## src/rtl/gnrc_stream_pkg.sv

```systemverilog
// Shared types and helpers for the generic stream id packer.
package gnrc_stream_pkg;

  // Packer FSM: emit a header beat, then pass the payload through.
  typedef enum logic {
    HDR = 1'b0,
    PLD = 1'b1
  } state_t;

  // Widest id or sequence field the header helper accepts.
  localparam int unsigned HDR_FIELD_W = 32;

  // Place seq directly above id; bits above seq are zero.
  function automatic logic [2*HDR_FIELD_W-1:0] hdr_pack(
    input logic [HDR_FIELD_W-1:0] id,
    input logic [HDR_FIELD_W-1:0] seq,
    input int unsigned            id_w
  );
    logic [2*HDR_FIELD_W-1:0] word;
    word = {{HDR_FIELD_W{1'b0}}, seq} << id_w;
    word = word | {{HDR_FIELD_W{1'b0}}, id};
    return word;
  endfunction

endpackage

```

## src/rtl/gnrc_slice.sv

```systemverilog
// Forward and backward registered pipeline slice with a skid entry.
// ready_o only depends on state, valid_o/data_o come straight from flops,
// and a full beat per cycle still flows when the sink is always ready.
module gnrc_slice #(
  parameter type DTYPE = logic
) (
  input  logic clk_i,
  input  logic rst_ni,
  input  logic flush_i,
  input  DTYPE data_i,
  input  logic valid_i,
  output logic ready_o,
  output DTYPE data_o,
  output logic valid_o,
  input  logic ready_i
);

  DTYPE main_q;
  DTYPE skid_q;
  logic main_valid_q;
  logic skid_valid_q;

  assign ready_o = !skid_valid_q;
  assign data_o  = main_q;
  assign valid_o = main_valid_q;

  // Refill the output register from the skid entry first, otherwise from the
  // input; park an incoming beat in the skid entry while the output stalls.
  always_ff @(posedge clk_i or negedge rst_ni) begin
    if (!rst_ni) begin
      main_q       <= '0;
      skid_q       <= '0;
      main_valid_q <= 1'b0;
      skid_valid_q <= 1'b0;
    end else if (flush_i) begin
      main_q       <= '0;
      skid_q       <= '0;
      main_valid_q <= 1'b0;
      skid_valid_q <= 1'b0;
    end else if (!main_valid_q || ready_i) begin
      if (skid_valid_q) begin
        main_q       <= skid_q;
        main_valid_q <= 1'b1;
        skid_valid_q <= 1'b0;
      end else begin
        main_valid_q <= valid_i;
        if (valid_i) begin
          main_q <= data_i;
        end
      end
    end else if (valid_i && !skid_valid_q) begin
      skid_q       <= data_i;
      skid_valid_q <= 1'b1;
    end
  end

endmodule

```

## src/rtl/gnrc_stream_id_packer.sv

```systemverilog
// Serialises id-tagged packets onto one untagged link: every packet is
// preceded by a header beat holding {seq, id}, with a per-id sequence count
// so the receiver can recover the source and spot dropped packets.
module gnrc_stream_id_packer
  import gnrc_stream_pkg::*;
#(
  parameter int unsigned DATA_W = 32,
  parameter int unsigned N_ID   = 4,
  parameter int unsigned SEQ_W  = 8,
  parameter bit          OBUF   = 1'b1,
  localparam int unsigned ID_W  = (N_ID > 1) ? $clog2(N_ID) : 1,
  parameter type         ID_T   = logic [ID_W-1:0]
) (
  input  logic              clk_i,
  input  logic              rst_ni,
  input  logic              flush_i,
  input  logic [DATA_W-1:0] data_i,
  input  logic              valid_i,
  input  logic              last_i,
  input  ID_T               id_i,
  output logic              ready_o,
  output logic [DATA_W-1:0] data_o,
  output logic              valid_o,
  output logic              last_o,
  output logic              hdr_o,
  input  logic              ready_i
);

  // One slot per encodable id, so out-of-range ids on a non-power-of-two
  // N_ID still land in a real register instead of falling off the array.
  localparam int unsigned N_SLOT = 2 ** ID_W;

  typedef struct packed {
    logic [DATA_W-1:0] data;
    logic              last;
    logic              hdr;
  } beat_t;

  if (DATA_W < ID_W + SEQ_W) begin : g_bad_data_w
    $error("gnrc_stream_id_packer: DATA_W must be >= ID_W + SEQ_W");
  end
  if (SEQ_W > HDR_FIELD_W || SEQ_W < 1) begin : g_bad_seq_w
    $error("gnrc_stream_id_packer: SEQ_W out of supported range");
  end

  state_t                   state_q;
  state_t                   state_d;
  ID_T                      cur_id_q;
  logic [SEQ_W-1:0]         seq_q [N_SLOT];
  logic [SEQ_W-1:0]         hdr_seq;
  logic [DATA_W+2*HDR_FIELD_W-1:0] hdr_wide;

  beat_t pre_beat;
  logic  pre_valid;
  logic  pre_ready;
  logic  hdr_accept;
  logic  last_accept;

  assign hdr_seq  = seq_q[id_i];
  assign hdr_wide = {{DATA_W{1'b0}},
                     hdr_pack(HDR_FIELD_W'(id_i), HDR_FIELD_W'(hdr_seq), ID_W)};

  // Next state and the pre-slice beat; flush blocks every handshake.
  always_comb begin
    state_d     = state_q;
    pre_beat    = '0;
    pre_valid   = 1'b0;
    ready_o     = 1'b0;
    hdr_accept  = 1'b0;
    last_accept = 1'b0;
    unique case (state_q)
      HDR: begin
        pre_valid = valid_i && !flush_i;
        if (valid_i) begin
          pre_beat.data = hdr_wide[DATA_W-1:0];
          pre_beat.hdr  = 1'b1;
        end
        hdr_accept = pre_valid && pre_ready;
        if (hdr_accept) begin
          state_d = PLD;
        end
      end
      PLD: begin
        pre_valid     = valid_i && !flush_i;
        pre_beat.data = data_i;
        pre_beat.last = last_i;
        ready_o       = pre_ready && !flush_i;
        last_accept   = pre_valid && pre_ready && last_i;
        if (last_accept) begin
          state_d = HDR;
        end
      end
      default: state_d = HDR;
    endcase
  end

  // FSM, current packet id and the per-id sequence table; seq only moves
  // when a packet completes, never when its header goes out.
  always_ff @(posedge clk_i or negedge rst_ni) begin
    if (!rst_ni) begin
      state_q  <= HDR;
      cur_id_q <= '0;
      for (int i = 0; i < int'(N_SLOT); i++) begin
        seq_q[i] <= '0;
      end
    end else if (flush_i) begin
      state_q  <= HDR;
      cur_id_q <= '0;
      for (int i = 0; i < int'(N_SLOT); i++) begin
        seq_q[i] <= '0;
      end
    end else begin
      state_q <= state_d;
      if (hdr_accept) begin
        cur_id_q <= id_i;
      end
      if (last_accept) begin
        seq_q[cur_id_q] <= seq_q[cur_id_q] + 1'b1;
      end
    end
  end

  if (OBUF) begin : g_obuf
    beat_t out_beat;

    gnrc_slice #(
      .DTYPE (beat_t)
    ) i_slice (
      .clk_i   (clk_i),
      .rst_ni  (rst_ni),
      .flush_i (flush_i),
      .data_i  (pre_beat),
      .valid_i (pre_valid),
      .ready_o (pre_ready),
      .data_o  (out_beat),
      .valid_o (valid_o),
      .ready_i (ready_i)
    );

    assign data_o = out_beat.data;
    assign last_o = out_beat.last;
    assign hdr_o  = out_beat.hdr;
  end else begin : g_direct
    assign pre_ready = ready_i;
    assign valid_o   = pre_valid;
    assign data_o    = pre_beat.data;
    assign last_o    = pre_beat.last;
    assign hdr_o     = pre_beat.hdr;
  end

endmodule

```

## config.mk

```make
export PLATFORM = sky130hd
export DESIGN_NAME = gnrc_stream_id_packer
export DESIGN_NICKNAME = d
export VERILOG_FILES = /design/src/rtl/gnrc_stream_pkg.sv /design/src/rtl/gnrc_slice.sv /design/src/rtl/gnrc_stream_id_packer.sv
export SDC_FILE = /design/constraint.sdc
export NUM_CORES = 1
export LEC_CHECK = 0
export ABC_CLOCK_PERIOD_IN_PS = 4500
export CAP_MARGIN = 25
export CORE_AREA = 2 2 98 100
export DETAILED_ROUTE_END_ITERATION = 12
export DIE_AREA = 0 0 100 102
export GPL_TIMING_DRIVEN = 0
export HOLD_SLACK_MARGIN = 0.06
export PLACE_DENSITY = 0.85
export SYNTH_ARGS = -nofsm -noshare
export SYNTH_HDL_FRONTEND = slang
export SYNTH_HIERARCHICAL = 1
export SYNTH_SLANG_ARGS = --single-unit
```

## constraint.sdc

```tcl
create_clock -name clk_i -period 4.5 [get_ports clk_i]
set_input_delay 0.675 -clock clk_i [delete_from_list [all_inputs] [get_ports clk_i]]
set_output_delay 0.675 -clock clk_i [all_outputs]
set_load 0.02 [all_outputs]
```

==> results.ini, run 1 <==
[outcome]
status = finished, final reports clean

[synth]
synth_cells = 425
synth_top_area_share_pct = 49.4
yosysTopAreaCell = dfrtp_1
synth_edf_count = 0
synth_common_cells = dfrtp_1, a22o_1, mux2i_1
yosysWarnings = 6
synth-async-reset-ratio_pct = 100
synth_ff_type = dfrtp_1
ys_seq_elements = 105
ys_seq_area_share_pct = 49.4
post_synth_instance_area_sq_um = 5320
synthesis.nets = 466
synth_cell_types = 45
synth.area.top_cells = dfrtp_1, mux2i_1, a22o_1
syn_area_per_cell_sq_um = 12.5
yosysMostFrequentCell = dfrtp_1

[timing]
rsz0062_at_grt = no
fmaxAchievable_ghz = 0.288
tightestPinTransition_ns = 0.874
finalSetupTns_ns = 0
whs_ns = 0.273
maxSlewViolCount = 0
period_share_pct = 77.2
min_period_ns = 3.47
finalSetupViolCount = 0
max_slew_margin_pct = 41.2
clock_skew_ns = 0.0159
hold_viol_final = 0

[min_path]
hold_class = in2async

[worst_setup_path]
crit_path_end_kind = output port
max_stage_delay_ns = 0.62
path_cells = clkdlybuf4s50_1 > inv_1 > clkbuf_1 > and3_1 > clkdlybuf4s50_1
critPathTopFamily = buffers and inverters
worstPathArrival_ns = 2.80
cp.required_ns = 3.83
reg2reg_to = seq_q[21]
crit_fanout = 10
cp-start-kind = primary input
rr_worst_depth = 7
cpMostUsedCell = clkdlybuf4s50_1
r2r_slack_ns = 1.88
r2r_start = g_obuf.i_slice/skid_valid_q
cp_num_buf_inv = 4
worst_path_max_delay_cell = clkdlybuf4s50_1
path_class = in2out

[cells_and_area]
utilization_pct = 70.5
synthToLayoutAreaGrowth_pct = 20.7
final_nets = 551
fillers = 660
seqCellArea_sq_um = 2630
final_area_sq_um = 6420
multi_input_area_sq_um = 2410
antenna_cells = 0
drive_gt1_share_pct = 14.2

[flow_run]
drv_cap = 0

[placement]
gp_congestion = 0.900
dp.final_hpwl_microns = 9130
io_buffers = 73
placed_area_sq_um = 6210

[grt]
antenna_found_initial = 0
grt_pass1_wl_microns = 20600
grt_max_degree = 68
grt_pass1_vias = 4025
overflow = 0
grt_usage_pct = 26.2

[route]
ant_nets = 0
via_per_inst = 6.44
drt_iter0_markers = 215
num_vias = 4032
wl_per_cell_microns = 20.7
drc = 0
drt_wl_total_microns = 12900
drtPass1Iterations = 5

[clock_tree]
cts_sinks = 105
tritoncts.num_buffers = 9
cts.reportedPaths.clkPinSlew_ns = 0.11
clockRootBuffer = clkbuf_8
clock_path_buffers = 2
cts_hold_buf = 0
cts_resized = 0
clkLatencyLatePin_ns = 0.37
cts_tree = built
post_cts_buffers = 0
cts_htree_levels = 3

[die]
die_area_sq_um = 10200
rows = 35
dieWidth_microns = 100
ioPinCount = 76
start_util_pct = 58.4
core_sq_um = 9110
die_h_microns = 102

[pwr]
peakVddDrop_mv = 0.152
pwr-share-comb_pct = 11.7
netSwitchingPower_mw = 0.466
sequentialPowerShare_pct = 54.0
clockPowerShare_pct = 34.3
swShare_pct = 26.2
p_int_mw = 1.32
p_leak_nw = 2.65
p_per_area_nw_per_um2 = 278

## metrics by stage
| stage | total power, mW | std cells | worst slack [ns] |
|---|---|---|---|
| floorplan | 1.08 | 425 | 2.30 |
| global placement | 1.18 | 609 | -1.11 |
| detailed placement | 1.19 | 610 | 1.07 |
| CTS | 1.80 | 626 | 1.05 |
| global route | 1.85 | 626 | 0.927 |
| finish | 1.78 | 626 | 1.03 |
## cell families after synthesis
kind of cell	synth area share (%)
flip-flops	49.4
adder cells (fa/ha/maj)	0.235
XOR/XNOR	0.494
AND/OR/NAND/NOR	11.8
multiplexers	14.3
AO/OA/AOI/OAI	18.4
buffers and inverters	5.25
## flip-flops by register name, summed over array words and instances (netlist names)
register / cells
cur_id_q: 2
g_obuf.i_slice/data_o: 34
g_obuf.i_slice/skid_q: 34
g_obuf.i_slice/skid_valid_q: 1
g_obuf.i_slice/valid_o: 1
seq_q: 32
state_q: 1
## worst max path at each step
stage	start	endpoint	slack, ns	cells after the start
after floorplan	id_i[0]	g_obuf.i_slice/skid_q[10]	2.30	4
after global placement	rst_ni	seq_q[20]	-1.11	1
after detailed placement	flush_i	ready_o	1.07	5
after CTS	flush_i	ready_o	1.05	5
after global routing	flush_i	ready_o	0.93	5
final	flush_i	ready_o	1.03	5
## power by group through the flow
stage	registers (mW)	clock network [mW]	logic, mW
after floorplan	0.989	0	0.0947
after global placement	0.980	0	0.202
after detailed placement	0.980	0	0.209
after CTS	0.962	0.627	0.210
after global routing	0.963	0.661	0.226
final	0.962	0.611	0.209
## per-layer routing
layer  GRT usage, %  routed length [microns]  part of all wire [%]  up-vias
met2           44.2                     6570                    51      145
met1           35.3                     5440                    42     2054
li1               -                        -                     -     1812
met3           4.17                      727                   5.6       21
met4           8.22                      208                   1.6        0
met5              0                        0                     0        -
## cells in the final DEF, fill, tap and decap left out, types with 2 or more instances in the layout
master | netlist | final
nor4_1 | 5 | 5
o211ai_1 | 8 | 8
clkdlybuf4s50_1 | 0 | 72
clkbuf_8 | 0 | 9
mux4_2 | 16 | 16
nor4b_2 | 2 | 2
o21ai_0 | 11 | 11
mux2i_1 | 40 | 40
buf_4 | 5 | 6
o211a_1 | 4 | 4
inv_6 | 0 | 2
nand2_2 | 2 | 2
xor2_1 | 2 | 2
inv_1 | 7 | 7
or4b_1 | 3 | 3
buf_2 | 12 | 12
and4_1 | 2 | 2
a21oi_1 | 3 | 3
and2_1 | 24 | 24
inv_8 | 0 | 2
nor2b_1 | 2 | 2
nand2_1 | 17 | 17
nand3_1 | 18 | 18
buf_6 | 8 | 8
o2bb2ai_1 | 34 | 34
nand4_1 | 2 | 2
nor2_1 | 5 | 5
dfrtp_1 | 105 | 105
a31o_2 | 4 | 4
a22o_1 | 44 | 44
or4_1 | 5 | 5
a311o_1 | 4 | 4
clkbuf_1 | 12 | 12
o311ai_1 | 4 | 4
## final cells by class
cell class | instances | share of cell area [%]
Clock inverter | 7 | 1.31
Buffer | 38 | 3.94
Inverter | 7 | 0.409
Multi-Input combinational cell | 275 | 37.5
Timing Repair Buffer | 74 | 11.8
Sequential cell | 105 | 40.9
Clock buffer | 9 | 1.93
Tap cell | 111 | 2.16
(Power assumes the default switching activity.)
==> run 2, diff against run 1 <==
- ABC_CLOCK_PERIOD_IN_PS: 4500 -> 3300
- CORE_AREA: 2 2 98 100 -> 2 2 102 104
- DIE_AREA: 0 0 100 102 -> 0 0 104 106
- PLACE_DENSITY: 0.85 -> 0.79
- clock period: 4.5 -> 3.3 ns (I/O delays scaled with it)
==> run 2 against run 1 <==
Compared with the run above:
- wire length shrank 0.61%
- power up 33%
- first-iteration DRC count is 22% higher
- register-to-register slack worse by 1.2 ns
- highest routed layer unchanged
- non-clock buffer count stayed put
- die area is 8.1% higher
- critical path depth stayed put
- critical endpoint unchanged
==> results.ini, run 2 (synthesis gave the netlist of run 1 again) <==
[pwr]
power_mw = 2.36
p_per_area_nw_per_um2 = 368
peakVddDrop_mv = 0.282
p_leak_nw = 2.63

[clock_tree]
cts_resized = 0
clockRootBuffer = clkbuf_8
post_cts_buffers = 0
cts_sinks = 105
cts_tree = built
cts_htree_levels = 3
clock_path_buffers = 2
tritoncts.num_buffers = 9
cts.reportedPaths.clkPinSlew_ns = 0.11
cts_hold_buf = 0
clkLatencyLatePin_ns = 0.37

[worst_setup_path]
cp-start-kind = primary input
worst_path_max_delay_cell = clkdlybuf4s50_1
rr_worst_depth = 7
worstPathArrival_ns = 2.69
path_class = in2out
r2r_start = g_obuf.i_slice/skid_valid_q
r2r_slack_ns = 0.64
cpMostUsedCell = clkdlybuf4s50_1
cp.depth = 5
reg2reg_to = seq_q[21]
critPathTopFamily = buffers and inverters
max_stage_delay_ns = 0.62
crit_path_end_kind = output port
crit_fanout = 10
cp.required_ns = 2.80
cp_num_buf_inv = 4
path_cells = clkdlybuf4s50_1 > inv_1 > clkbuf_1 > and3_1 > clkdlybuf4s50_1

[placement]
placed_area_sq_um = 6240
dp.final_hpwl_microns = 8980
io_buffers = 73
gp_congestion = 0.896
pre_cts_ws_ns = 0.159
placedCellCount = 635

[timing]
finalSetupViolCount = 0
fmaxAchievable_ghz = 0.314
setup_ws_ns = 0.114
tightestPinTransition_ns = 0.881
maxSlewViolCount = 0
min_period_ns = 3.19
finalSetupTns_ns = 0
whs_ns = 0.142
max_slew_margin_pct = 40.7
hold_viol_final = 0
period_share_pct = 96.5
rsz0062_at_grt = no
clock_skew_ns = 0.0114

[die]
die_area_sq_um = 11000
core_sq_um = 10000
dieWidth_microns = 104
ioPinCount = 76
start_util_pct = 53.2
rows = 37
die_h_microns = 106

[route]
ant_nets = 0
drt_iter0_markers = 263
drt_wl_total_microns = 12900
wl_per_cell_microns = 19.8
drtPass1Iterations = 4
num_vias = 3998
drc = 0
via_per_inst = 6.14

[cells_and_area]
final_area_sq_um = 6430
antenna_cells = 0
utilization_pct = 64.3
drive_gt1_share_pct = 14.0
layout_commonest_cell = dfrtp_1
final_nets = 551
synthToLayoutAreaGrowth_pct = 20.9
instances_no_fill = 651
final_cell_mix = dfrtp_1, clkdlybuf4s50_1, a22o_1

[grt]
antenna_found_initial = 0
grt_max_degree = 55
overflow = 0
grt_pass1_vias = 4076
grt_usage_pct = 24.6
grt_pass1_wl_microns = 21500

[outcome]
status = finished, final reports clean

[flow_run]
drv_cap = 0

[min_path]
hold_class = in2async

==> run 2: cell count changes in the layout (fill, tap and decap cells not counted), sizes merged <==
cell / previous run / this run
bufinv: 1 / 0
clkinvlp: 0 / 2
clkbuf: 21 / 22
clkinv: 2 / 0
==> run 2: how the worst max path moves through the flow <==
| stage | from | to | slack, ns |
|---|---|---|---|
| finish | flush_i | ready_o | 0.11 |
| global route | flush_i | ready_o | 0.06 |
| CTS | flush_i | ready_o | 0.15 |
| detailed placement | flush_i | ready_o | 0.16 |
| global placement | rst_ni | seq_q[12] | -2.21 |
| floorplan | g_obuf.i_slice/skid_valid_q | seq_q[30] | 1.14 |
==> run 2: layer usage <==
metal  up-vias  wire length [microns]  track usage [%]
met5         -                      0                0
met4         0                    133             8.78
met3        12                    761             4.78
li1       1821                      -                -
met1      2036                   5500             33.0
met2       129                   6470             40.2
==> run 2: area by class of cell <==
type / count / area [sq um]
multi-input combinational: 275 / 2410
buffer: 38 / 253
inverter: 7 / 26.3
clock inverter: 6 / 57.6
sequential: 105 / 2630
fill: 789 / 3570
clock buffer: 10 / 128
tap: 136 / 170
timing repair buffer: 74 / 756
==> run 2: where the power goes <==
part,leakage [nW],switching (mW),internal (mW)
combinational,1.09,0.160,0.125
sequential,1.46,0.00981,1.30
clock,0.0889,0.475,0.294
total,2.63,0.645,1.72
